### config.mk
export PLATFORM = sky130hd
export DESIGN_NAME = ibex_rf_wb_arbiter_flat
export DESIGN_NICKNAME = d
export VERILOG_FILES = /design/src/rtl/ibex_rf_wb_arbiter_if.sv /design/src/rtl/ibex_rf_wb_arbiter.sv /design/src/flat_wrapper.sv
export SDC_FILE = /design/constraint.sdc
export NUM_CORES = 1
export LEC_CHECK = 0
export BUFFER_PORTS_ARGS = -buffer_cell sky130_fd_sc_hd__clkbuf_2
export CORE_MARGIN = 5
export CORE_UTILIZATION = 35
export DETAILED_ROUTE_END_ITERATION = 10
export HOLD_SLACK_MARGIN = 0.05
export SKIP_CTS_REPAIR_TIMING = 1
export SLEW_MARGIN = 10
export SYNTH_ARGS = -nofsm -noshare
export SYNTH_HDL_FRONTEND = slang
export SYNTH_SLANG_ARGS = --single-unit
### constraint.sdc
create_clock -name clk_i -period 2.6 [get_ports clk_i]
set_input_delay 0.52 -clock clk_i [delete_from_list [all_inputs] [get_ports clk_i]]
set_output_delay 0.52 -clock clk_i [all_outputs]
set_load 0.1 [all_outputs]
### src/rtl/ibex_rf_wb_arbiter_if.sv
// Writeback arbiter bus: EX/LSU write requests, load reservations, decode
// hazard queries and the register-file write port, grouped into one bundle.
// slave = arbiter side, master = pipeline side.
interface ibex_rf_wb_arbiter_if #(
  parameter int unsigned MaxOutstanding = 2,
  parameter int unsigned DataWidth      = 32
);
  localparam int unsigned AddrW = 5;
  localparam int unsigned CntW  = $clog2(MaxOutstanding + 1);

  logic                 ex_we;
  logic [AddrW-1:0]     ex_waddr;
  logic [DataWidth-1:0] ex_wdata;
  logic                 ex_ready;

  logic                 lsu_req;
  logic [AddrW-1:0]     lsu_req_waddr;
  logic                 lsu_req_ready;
  logic                 lsu_rvalid;
  logic                 lsu_err;
  logic [DataWidth-1:0] lsu_rdata;

  logic [AddrW-1:0]     raddr_a;
  logic [AddrW-1:0]     raddr_b;
  logic                 ren_a;
  logic                 ren_b;

  logic [AddrW-1:0]     rf_waddr;
  logic [DataWidth-1:0] rf_wdata;
  logic                 rf_we;

  logic                 stall;
  logic                 fwd_a;
  logic                 fwd_b;
  logic [DataWidth-1:0] fwd_data;
  logic [CntW-1:0]      pending_cnt;

  modport slave (
    input  ex_we, ex_waddr, ex_wdata,
    input  lsu_req, lsu_req_waddr, lsu_rvalid, lsu_err, lsu_rdata,
    input  raddr_a, raddr_b, ren_a, ren_b,
    output ex_ready, lsu_req_ready,
    output rf_waddr, rf_wdata, rf_we,
    output stall, fwd_a, fwd_b, fwd_data, pending_cnt
  );

  modport master (
    output ex_we, ex_waddr, ex_wdata,
    output lsu_req, lsu_req_waddr, lsu_rvalid, lsu_err, lsu_rdata,
    output raddr_a, raddr_b, ren_a, ren_b,
    input  ex_ready, lsu_req_ready,
    input  rf_waddr, rf_wdata, rf_we,
    input  stall, fwd_a, fwd_b, fwd_data, pending_cnt
  );
endinterface

### src/rtl/ibex_rf_wb_arbiter.sv
// Register-file write-port arbiter for ibex.
// Shares the single RF write port between EX writeback and in-order LSU load
// responses. Load destinations are tracked in a small FIFO; an EX write that
// collides with a load response is parked in a one-entry skid buffer.
// Write priority: LSU response > held skid entry > new EX write.
// Optional feature macro IBEX_RF_WB_FWD_EN: decode reads that hit the skid
// entry are forwarded from it instead of stalling.
module ibex_rf_wb_arbiter #(
  parameter int unsigned MaxOutstanding = 2,
  parameter int unsigned DataWidth      = 32
) (
  input logic                  clk_i,
  input logic                  rst_ni,
  ibex_rf_wb_arbiter_if.slave  bus
);

  localparam int unsigned AddrW = 5;
  localparam int unsigned CntW  = $clog2(MaxOutstanding + 1);
  localparam int unsigned PtrW  = (MaxOutstanding > 1) ? $clog2(MaxOutstanding) : 1;

  typedef enum logic {
    SKID_EMPTY,
    SKID_HELD
  } skid_state_e;

  logic [AddrW-1:0]          fifo_addr_q [MaxOutstanding];
  logic [MaxOutstanding-1:0] fifo_valid_q;
  logic [PtrW-1:0]           wr_ptr_q, rd_ptr_q;
  logic [CntW-1:0]           count_q, count_d;

  skid_state_e               state_q, state_d;
  logic [AddrW-1:0]          skid_addr_q, skid_addr_d;
  logic [DataWidth-1:0]      skid_data_q, skid_data_d;

  logic                      empty, full, push, pop;
  logic [AddrW-1:0]          head_addr;
  logic                      lsu_we, ex_accept, ex_waw;
  logic                      fifo_hit_a, fifo_hit_b;
  logic                      skid_hit_a, skid_hit_b;

  function automatic logic [PtrW-1:0] ptr_inc(input logic [PtrW-1:0] p);
    return (p == PtrW'(MaxOutstanding - 1)) ? '0 : p + PtrW'(1);
  endfunction

  // FIFO status, load response decode and write-after-write / hazard matching
  always_comb begin
    empty      = (count_q == '0);
    full       = (count_q == CntW'(MaxOutstanding));
    push       = bus.lsu_req && !full;
    pop        = bus.lsu_rvalid && !empty;
    head_addr  = fifo_addr_q[rd_ptr_q];
    lsu_we     = pop && !bus.lsu_err && (head_addr != '0);
    ex_waw     = 1'b0;
    fifo_hit_a = 1'b0;
    fifo_hit_b = 1'b0;
    for (int i = 0; i < int'(MaxOutstanding); i++) begin
      if (fifo_valid_q[i]) begin
        if (fifo_addr_q[i] == bus.ex_waddr) ex_waw     = 1'b1;
        if (fifo_addr_q[i] == bus.raddr_a)  fifo_hit_a = 1'b1;
        if (fifo_addr_q[i] == bus.raddr_b)  fifo_hit_b = 1'b1;
      end
    end
    fifo_hit_a = fifo_hit_a && bus.ren_a && (bus.raddr_a != '0);
    fifo_hit_b = fifo_hit_b && bus.ren_b && (bus.raddr_b != '0);
    skid_hit_a = (state_q == SKID_HELD) && bus.ren_a && (bus.raddr_a != '0) &&
                 (bus.raddr_a == skid_addr_q);
    skid_hit_b = (state_q == SKID_HELD) && bus.ren_b && (bus.raddr_b != '0) &&
                 (bus.raddr_b == skid_addr_q);
  end

  // Occupancy bookkeeping: push and pop in the same cycle leave the count unchanged
  always_comb begin
    count_d = count_q;
    unique case ({push, pop})
      2'b10:   count_d = count_q + CntW'(1);
      2'b01:   count_d = count_q - CntW'(1);
      default: count_d = count_q;
    endcase
  end

  // Load-destination FIFO storage and pointers
  always_ff @(posedge clk_i or negedge rst_ni) begin
    if (!rst_ni) begin
      for (int i = 0; i < int'(MaxOutstanding); i++) fifo_addr_q[i] <= '0;
      fifo_valid_q <= '0;
      wr_ptr_q     <= '0;
      rd_ptr_q     <= '0;
      count_q      <= '0;
    end else begin
      if (push) begin
        fifo_addr_q[wr_ptr_q]  <= bus.lsu_req_waddr;
        fifo_valid_q[wr_ptr_q] <= 1'b1;
        wr_ptr_q               <= ptr_inc(wr_ptr_q);
      end
      if (pop) begin
        fifo_valid_q[rd_ptr_q] <= 1'b0;
        rd_ptr_q               <= ptr_inc(rd_ptr_q);
      end
      count_q <= count_d;
    end
  end

  // Skid state register
  always_ff @(posedge clk_i or negedge rst_ni) begin
    if (!rst_ni) begin
      state_q     <= SKID_EMPTY;
      skid_addr_q <= '0;
      skid_data_q <= '0;
    end else begin
      state_q     <= state_d;
      skid_addr_q <= skid_addr_d;
      skid_data_q <= skid_data_d;
    end
  end

  // Skid next state and the prioritised write-port mux
  always_comb begin
    state_d       = state_q;
    skid_addr_d   = skid_addr_q;
    skid_data_d   = skid_data_q;
    bus.rf_we     = 1'b0;
    bus.rf_waddr  = '0;
    bus.rf_wdata  = '0;

    // x0 writes are always accepted and silently dropped
    bus.ex_ready  = (bus.ex_waddr == '0) || ((state_q == SKID_EMPTY) && !ex_waw);
    ex_accept     = bus.ex_we && bus.ex_ready && (bus.ex_waddr != '0);

    unique case (state_q)
      SKID_EMPTY: begin
        if (ex_accept && lsu_we) begin
          state_d     = SKID_HELD;
          skid_addr_d = bus.ex_waddr;
          skid_data_d = bus.ex_wdata;
        end
      end
      SKID_HELD: begin
        if (!lsu_we) state_d = SKID_EMPTY;
      end
      default: state_d = SKID_EMPTY;
    endcase

    if (lsu_we) begin
      bus.rf_we    = 1'b1;
      bus.rf_waddr = head_addr;
      bus.rf_wdata = bus.lsu_rdata;
    end else if (state_q == SKID_HELD) begin
      bus.rf_we    = 1'b1;
      bus.rf_waddr = skid_addr_q;
      bus.rf_wdata = skid_data_q;
    end else if (ex_accept) begin
      bus.rf_we    = 1'b1;
      bus.rf_waddr = bus.ex_waddr;
      bus.rf_wdata = bus.ex_wdata;
    end

    // Nothing may reach the register file while reset is asserted
    if (!rst_ni) bus.rf_we = 1'b0;
  end

  // Decode hazard, forwarding and status outputs
  always_comb begin
    bus.lsu_req_ready = !full;
    bus.pending_cnt   = count_q;
`ifdef IBEX_RF_WB_FWD_EN
    bus.stall    = fifo_hit_a || fifo_hit_b;
    bus.fwd_a    = skid_hit_a;
    bus.fwd_b    = skid_hit_b;
    bus.fwd_data = skid_data_q;
`else
    bus.stall    = fifo_hit_a || fifo_hit_b || skid_hit_a || skid_hit_b;
    bus.fwd_a    = 1'b0;
    bus.fwd_b    = 1'b0;
    bus.fwd_data = '0;
`endif
  end

  // A load response must always have a reserved destination
  rvalid_needs_entry: assert property (@(posedge clk_i) disable iff (!rst_ni)
    bus.lsu_rvalid |-> !empty);

endmodule

### src/flat_wrapper.sv
// flat-port wrapper written by rule: the top's interface ports become plain ports
module ibex_rf_wb_arbiter_flat 
#(
  parameter int unsigned MaxOutstanding = 2,
  parameter int unsigned DataWidth      = 32
)
  (clk_i, rst_ni, bus_ex_we, bus_ex_waddr, bus_ex_wdata, bus_lsu_req, bus_lsu_req_waddr, bus_lsu_rvalid, bus_lsu_err, bus_lsu_rdata, bus_raddr_a, bus_raddr_b, bus_ren_a, bus_ren_b, bus_ex_ready, bus_lsu_req_ready, bus_rf_waddr, bus_rf_wdata, bus_rf_we, bus_stall, bus_fwd_a, bus_fwd_b, bus_fwd_data, bus_pending_cnt);
  ibex_rf_wb_arbiter_if #(.MaxOutstanding(MaxOutstanding), .DataWidth(DataWidth)) bus_i ();
  input logic clk_i;
  input logic rst_ni;
  input wire logic [$bits(bus_i.ex_we)-1:0] bus_ex_we;
  input wire logic [$bits(bus_i.ex_waddr)-1:0] bus_ex_waddr;
  input wire logic [$bits(bus_i.ex_wdata)-1:0] bus_ex_wdata;
  input wire logic [$bits(bus_i.lsu_req)-1:0] bus_lsu_req;
  input wire logic [$bits(bus_i.lsu_req_waddr)-1:0] bus_lsu_req_waddr;
  input wire logic [$bits(bus_i.lsu_rvalid)-1:0] bus_lsu_rvalid;
  input wire logic [$bits(bus_i.lsu_err)-1:0] bus_lsu_err;
  input wire logic [$bits(bus_i.lsu_rdata)-1:0] bus_lsu_rdata;
  input wire logic [$bits(bus_i.raddr_a)-1:0] bus_raddr_a;
  input wire logic [$bits(bus_i.raddr_b)-1:0] bus_raddr_b;
  input wire logic [$bits(bus_i.ren_a)-1:0] bus_ren_a;
  input wire logic [$bits(bus_i.ren_b)-1:0] bus_ren_b;
  output wire logic [$bits(bus_i.ex_ready)-1:0] bus_ex_ready;
  output wire logic [$bits(bus_i.lsu_req_ready)-1:0] bus_lsu_req_ready;
  output wire logic [$bits(bus_i.rf_waddr)-1:0] bus_rf_waddr;
  output wire logic [$bits(bus_i.rf_wdata)-1:0] bus_rf_wdata;
  output wire logic [$bits(bus_i.rf_we)-1:0] bus_rf_we;
  output wire logic [$bits(bus_i.stall)-1:0] bus_stall;
  output wire logic [$bits(bus_i.fwd_a)-1:0] bus_fwd_a;
  output wire logic [$bits(bus_i.fwd_b)-1:0] bus_fwd_b;
  output wire logic [$bits(bus_i.fwd_data)-1:0] bus_fwd_data;
  output wire logic [$bits(bus_i.pending_cnt)-1:0] bus_pending_cnt;
  assign bus_i.ex_we = bus_ex_we;
  assign bus_i.ex_waddr = bus_ex_waddr;
  assign bus_i.ex_wdata = bus_ex_wdata;
  assign bus_i.lsu_req = bus_lsu_req;
  assign bus_i.lsu_req_waddr = bus_lsu_req_waddr;
  assign bus_i.lsu_rvalid = bus_lsu_rvalid;
  assign bus_i.lsu_err = bus_lsu_err;
  assign bus_i.lsu_rdata = bus_lsu_rdata;
  assign bus_i.raddr_a = bus_raddr_a;
  assign bus_i.raddr_b = bus_raddr_b;
  assign bus_i.ren_a = bus_ren_a;
  assign bus_i.ren_b = bus_ren_b;
  assign bus_ex_ready = bus_i.ex_ready;
  assign bus_lsu_req_ready = bus_i.lsu_req_ready;
  assign bus_rf_waddr = bus_i.rf_waddr;
  assign bus_rf_wdata = bus_i.rf_wdata;
  assign bus_rf_we = bus_i.rf_we;
  assign bus_stall = bus_i.stall;
  assign bus_fwd_a = bus_i.fwd_a;
  assign bus_fwd_b = bus_i.fwd_b;
  assign bus_fwd_data = bus_i.fwd_data;
  assign bus_pending_cnt = bus_i.pending_cnt;
  ibex_rf_wb_arbiter #(.MaxOutstanding(MaxOutstanding), .DataWidth(DataWidth)) u_core (.clk_i(clk_i), .rst_ni(rst_ni), .bus(bus_i));
endmodule
After elaboration in Yosys (flattened, before gate mapping)

Cells that the tools add are included.

$add $sub $neg: 4
$lt $le $gt $ge: 7
Eq/ne operators: 11
Muxes and demuxes: 40
Bitwise logic cells: 6
Reductions and logical operators: 37

Operators by type and width:

| cell                | count |
|---|---|
| $mux 32             | 3 |
| $eq 5x5->1          | 8 |
| $mux 5              | 7 |
| $mux 1              | 22 |
| $logic_and 1x1->1   | 21 |
| $reduce_bool 5->1   | 4 |
| $bwmux 10           | 1 |
| $demux 5 s1         | 1 |
| $logic_not 5->1     | 1 |
| $eq 2x2->1 const B  | 2 |
| $ge 2x2->1 const B  | 2 |
| $logic_not 1->1     | 4 |
| $logic_or 1x1->1    | 4 |
| $lt 1x2->1 const B  | 2 |
| $mux 2              | 2 |
| $not 1->2           | 2 |
| $pmux 2 s2          | 1 |
| $add 1x1->1 const B | 2 |
| $add 2x1->2 const B | 1 |
| $and 2x2->2         | 1 |
| $demux 1 s1         | 2 |
| $eq 2x1->1 const B  | 1 |
| $ge 1x1->1 const B  | 2 |
| $logic_not 2->1     | 1 |
| 8 further kinds     | 8 |

Flip-flop bits (word level): 54
Input bits: 92
Word-level logic and storage cells: 114

Depth between registers and ports, before layout

Word-level depth: 14
Gate-level depth with buffers: 8
Gate-level depth less buffers: 6

Worst setup path after synthesis

No wires, ideal clock.

Path type: reg-to-output
Start: register u_core.count_q[1] (netlist: u_core.bus.pending_cnt[1])
End: output bus_rf_wdata[10]
Arrival time: 2.953 ns
Required time: 2.080 ns
Setup slack: -0.873 ns
Cell stages (with the launch flop): 8
Path buffers: 3
Cell sequence: dfrtp_1 -> o21ai_0 -> nor2_1 -> and2_0 -> buf_2 -> buf_2 -> buf_2 -> a221o_1

Cells in the longest elaborated chain, start to end: 6

Ends and longest elaborated chain:

| item                           | RTL line                  | RTL |
|---|---|---|
| from (decl)                    | ibex_rf_wb_arbiter.sv:29  | `logic [CntW-1:0] count_q, count_d;` |
| from (signal assigned)         | ibex_rf_wb_arbiter.sv:99  | `count_q <= count_d;` |
| $logic_not 2->1                | ibex_rf_wb_arbiter.sv:47  | `empty = (count_q == '0);` |
| $logic_not 1->1                | ibex_rf_wb_arbiter.sv:50  | `pop = bus.lsu_rvalid && !empty;` |
| $logic_and 1x1->1              | ibex_rf_wb_arbiter.sv:50  |  |
| $logic_and 1x1->1 (2 in a row) | ibex_rf_wb_arbiter.sv:52  | `lsu_we = pop && !bus.lsu_err && (head_addr != '0);` |
| $mux 32                        | ibex_rf_wb_arbiter.sv:143 | `if (lsu_we) begin` |
| to (decl)                      | flat_wrapper.sv:26        | `output wire logic [$bits(bus_i.rf_wdata)-1:0] bus_rf_wdata;` |

Every way passes these cells.

Final worst setup path

Start: register u_core.fifo_addr_q[4] (netlist bit)
End: output bus_rf_wdata[2]

Cells in the longest elaborated chain, start to end: 11
Elaborated cells between the ends (all ways): 16

Ends and longest elaborated chain:

| item                              | RTL line                  | RTL |
|---|---|---|
| from (decl)                       | ibex_rf_wb_arbiter.sv:26  | `logic [AddrW-1:0] fifo_addr_q [MaxOutstanding];` |
| from (signal, indexed assignment) | ibex_rf_wb_arbiter.sv:91  | `fifo_addr_q[wr_ptr_q] <= bus.lsu_req_waddr;` |
| $eq 5x5->1                        | ibex_rf_wb_arbiter.sv:58  | `if (fifo_addr_q[i] == bus.ex_waddr) ex_waw = 1'b1;` |
| $mux 1                            | ibex_rf_wb_arbiter.sv:58  |  |
| $mux 1                            | ibex_rf_wb_arbiter.sv:57  | `if (fifo_valid_q[i]) begin` |
| $logic_not 1->1                   | ibex_rf_wb_arbiter.sv:126 | `bus.ex_ready = (bus.ex_waddr == '0) \|\| ((state_q == SKID_EMPTY) && !ex_waw);` |
| $logic_and 1x1->1                 | ibex_rf_wb_arbiter.sv:126 |  |
| $logic_or 1x1->1                  | ibex_rf_wb_arbiter.sv:126 |  |
| $logic_and 1x1->1 (2 in a row)    | ibex_rf_wb_arbiter.sv:127 | `ex_accept = bus.ex_we && bus.ex_ready && (bus.ex_waddr != '0);` |
| $mux 32                           | ibex_rf_wb_arbiter.sv:151 | `end else if (ex_accept) begin` |
| $mux 32                           | ibex_rf_wb_arbiter.sv:147 | `end else if (state_q == SKID_HELD) begin` |
| $mux 32 (*)                       | ibex_rf_wb_arbiter.sv:143 |  |

Every way passes the cells marked *; elsewhere a longest branch is shown, timed or not. The select of a mux whose other input is x is not followed.

==> metrics.md <==
| Metric | Value |
|---|---|
| Yosys top cell by area | dfrtp_1 |
| Num rows | 38 |
| Top cell type's share of synthesized area | a little over a third |
| R2r startpoint | u_core.rd_ptr_q |
| Final Cell Area | 6000 um2 |
| CTS tree | done |
| I/O pins | about 170 |
| GRT Residual Overflow | 0 |
| Largest net degree at the start of global routing | between 50 and 60 |
| Net Sw Frac | roughly 49% |
| DRT Pass-1 Iters | 4 |
| Most Frequent Cell on Critical Path | buf_12 |
| Share of layout cells above drive strength 1 | 60.9% |
| Outcome | complete, but fails checks |
| Worst stage delay on the critical path | 0.46 ns |
| Final setup violating endpoints | 38 |
| Synth unique cells | 37 |
| # fillers | 933 |
| Unrepaired setup endpoints after global routing | yes |
| WL final | between 10000 and 15000 um |
| CP Cell Sequence | xnor2_1 > nand4_2 > o221ai_4 > nor3_4 > buf_12 > buf_12 > a221o_4 > buf_12 |
| Post-synth design cell area | slightly below 4000 um2 |
| Placement Cell Area | 5610 um2 |
| Peak supply drop | about 0.00074 V |
| Clock Path Buffers | 2 |
| Number of global-route vias before repair | ~3400 |
| Post-Route Utilization | 55.4% |
| # DRC | 0 |
| Slew @ Worst Pin | between 0.6 and 0.7 ns |
| Synth-to-Final Area Change | 55.5% |
| Post-DP HPWL | between 8000 and 9000 um |
| Req. time, crit path | between 2 and 2.5 ns |
| Clock Latency Late Sink | between 0.3 and 0.4 ns |
| Post-synthesis register bit count | 54 |
| Warnings, synthesis | 0 |
| Worst Reg-to-Reg Cells | 7 |
| Setup WS post-layout | -0.285 ns |
| DR iter-0 viols | 86 |
| Logic pwr share | ~70% |
| Total track usage | roughly 17% |
| Starting Density | 35.6% |
| Clk root buf | clkbuf_8 |
| Detailed-route via count | 3248 |
| IO buf count | about 130 |
| Cell Pwr Density | 1250 nW/um2 |
| Tcrit/Tclk final | 111% |
| CTS HTree Levels | 2 |
| Post-DR vias/cell | just over 5 |
| Crit path max fanout | 9 |
| Kind of critical path | reg -> out |
| Diodes inserted | 0 |
| Worst Hold Class | in -> async |
| Die area | 13200 um2 |
| R2r endpoint | u_core.skid_data_q[17] |
| Final Wtd Congestion | 0.916 |
| Clock share of power | under 10% |
| Final Hold Vio Count | 0 |
| Sequential share of the synthesized area | 35.0% |
| Initial antenna violation count | 0 |
| Flop pwr share | 22.9% |
| Setup Skew | between 0.01 and 0.015 ns |
| Fmax | between 300 and 400 MHz |
| Max_cap viols | 0 |
| Routed len/inst | around 18 um |
| Final Critical Period | roughly 2.9 ns |
| Die Span Y | ~120 um |
| Net Sw Power | 3.67 mW |
| Startpoint types | register |
| First-pass GRT wire length | between 15000 and 20000 um |
| Crit path capture type | output port |
| Num Clock Sinks | 54 |
| Buffers & Inverters on Critical Path | 3 |
| Worst reg2reg setup slack | around 0.53 ns |
| Slowest cell on the critical path | dfrtp_2 |
| Core area | 10800 um2 |
| Cells after Synth | between 300 and 400 |
| Syn_area_per_cell | about 11 um2 |
| Slew HR | between 50% and 60% |
| Die width | 115 um |
| Crit path DAT | about 2.4 ns |
| Area contributors post-synth | dfrtp_1 35%, mux2_4 12%, a221o_1 9.3% |
| Total power | ~7.5 mW |
| Clk slew on worst S/H paths | about 0.1 ns |
| ANT nets after route | 0 |
| Final TNS setup | -8.91 ns |
| Final nets | roughly 600 |
| LEAKAGE | ~3 nW |
| Final slew viol count | 0 |
| Violated checks | negative setup slack |
| Internal power | approximately 3.8 mW |
| CP delay by family, top | compound AO/OA/AOI/OAI gates |
| Total CTS buffers | 5 |
power by group through the flow:
stage / logic (mW) / clock network [mW] / registers, mW
final: 5.26 / 0.499 / 1.71
after global routing: 5.49 / 0.540 / 1.76
after CTS: 4.98 / 0.520 / 1.67
after detailed placement: 4.98 / 0 / 1.67
after global placement: 4.91 / 0 / 1.66
after floorplan: 3.68 / 0 / 1.59
cell families after synthesis:
| family | synth area share, % |
|---|---|
| XOR/XNOR | 10.2 |
| buffers and inverters | 11.6 |
| flip-flops | 35.0 |
| adder cells (fa/ha/maj) | 0.324 |
| AO/OA/AOI/OAI | 12.3 |
| other | 0.0972 |
| multiplexers | 18.1 |
| AND/OR/NAND/NOR | 12.3 |
cells in the mapped netlist:
library cell  count
a21oi_1           1
a221o_1          36
a221o_2           1
a22oi_1           1
a31oi_1           3
and2_0            1
and3_1           37
buf_12            3
buf_2            17
buf_4            35
clkbuf_1          9
conb_1            1
dfrtp_1          54
ha_1              1
inv_1             2
mux2_2           22
mux2_4           30
nand2_1           7
nand2b_1          1
nand3_1           7
nand4_2           2
nor2_1            7
nor3_1            1
nor3_4            2
nor3b_1           1
nor4_1            7
nor4b_1           1
o21a_1            1
o21ai_0           3
o221ai_4          1
o22a_1            1
o22ai_1           1
o31a_1            1
or2_2             1
or4_1             2
xnor2_1          20
xor2_1           25
worst reg2reg max path, cell delays in order (launching register included):
cell     delay [ns]
dfrtp_1        0.41
nor4b_2        0.17
a22oi_2        0.21
nand2_1        0.09
buf_6          0.19
nor3_4         0.31
buf_12         0.23
mux2_2         0.37
layout make-up:
class,count,area [um2],area share (%)
multi-input cells,259,2640,44.0
repair buffers,176,1720,28.6
flip-flops and latches,54,1370,22.8
well taps,140,175,2.92
clock buffers,6,82.6,1.38
clock inverters,2,12.5,0.208
inverters,2,7.51,0.125
layer usage:
metal	global-route usage, %	vias up	wire [um]
met1	21.6	1602	4920
met2	27.9	129	5690
met4	4.30	0	171
li1	-	1506	-
met5	0	-	0
met3	4.95	11	969
worst max-delay path by stage:
stage                                     start                to  slack (ns)  depth (start not counted)
after floorplan           u_core.fifo_addr_q[2]  bus_rf_wdata[10]      -0.008                          8
after global placement          bus_ex_waddr[0]   bus_rf_wdata[2]       -0.07                          8
after detailed placement        bus_ex_waddr[0]   bus_rf_wdata[2]       -0.12                          9
after CTS                 u_core.fifo_addr_q[2]   bus_rf_wdata[0]       -0.44                          7
after global routing      u_core.fifo_addr_q[7]  bus_rf_wdata[31]       -0.35                          9
final                     u_core.fifo_addr_q[4]   bus_rf_wdata[2]       -0.28                          8
sequential cells by signal, summed over array words and instances (netlist names):
name,count
u_core.state_q,1
u_core.wr_ptr_q,1
u_core.skid_data_q,32
u_core.rd_ptr_q,1
u_core.skid_addr_q,5
u_core.bus.pending_cnt,2
u_core.fifo_addr_q,10
u_core.fifo_valid_q,2
through the flow:
step	hold WS [ns]	setup slack, ns	instances
floorplan	0.224	-0.00816	379
global placement	0.483	-0.0718	618
detailed placement	0.487	-0.116	618
CTS	0.423	-0.440	626
global route	0.442	-0.353	639
finish	0.439	-0.285	639
cell usage in the layout (no fill, tap or decap), types with 6 or more instances in the layout:
cell      count
a221o_2       7
a221o_4      30
and3_1       37
buf_12       46
buf_4        28
clkbuf_2     94
clkbuf_8      6
conb_1       34
dfrtp_1      45
dfrtp_2       7
mux2_2       22
mux2_4       30
nand3_1       7
nor2_1        7
xnor2_1      14
xnor2_2       6
xor2_1       25
Power figures use the tool's default switching activity.
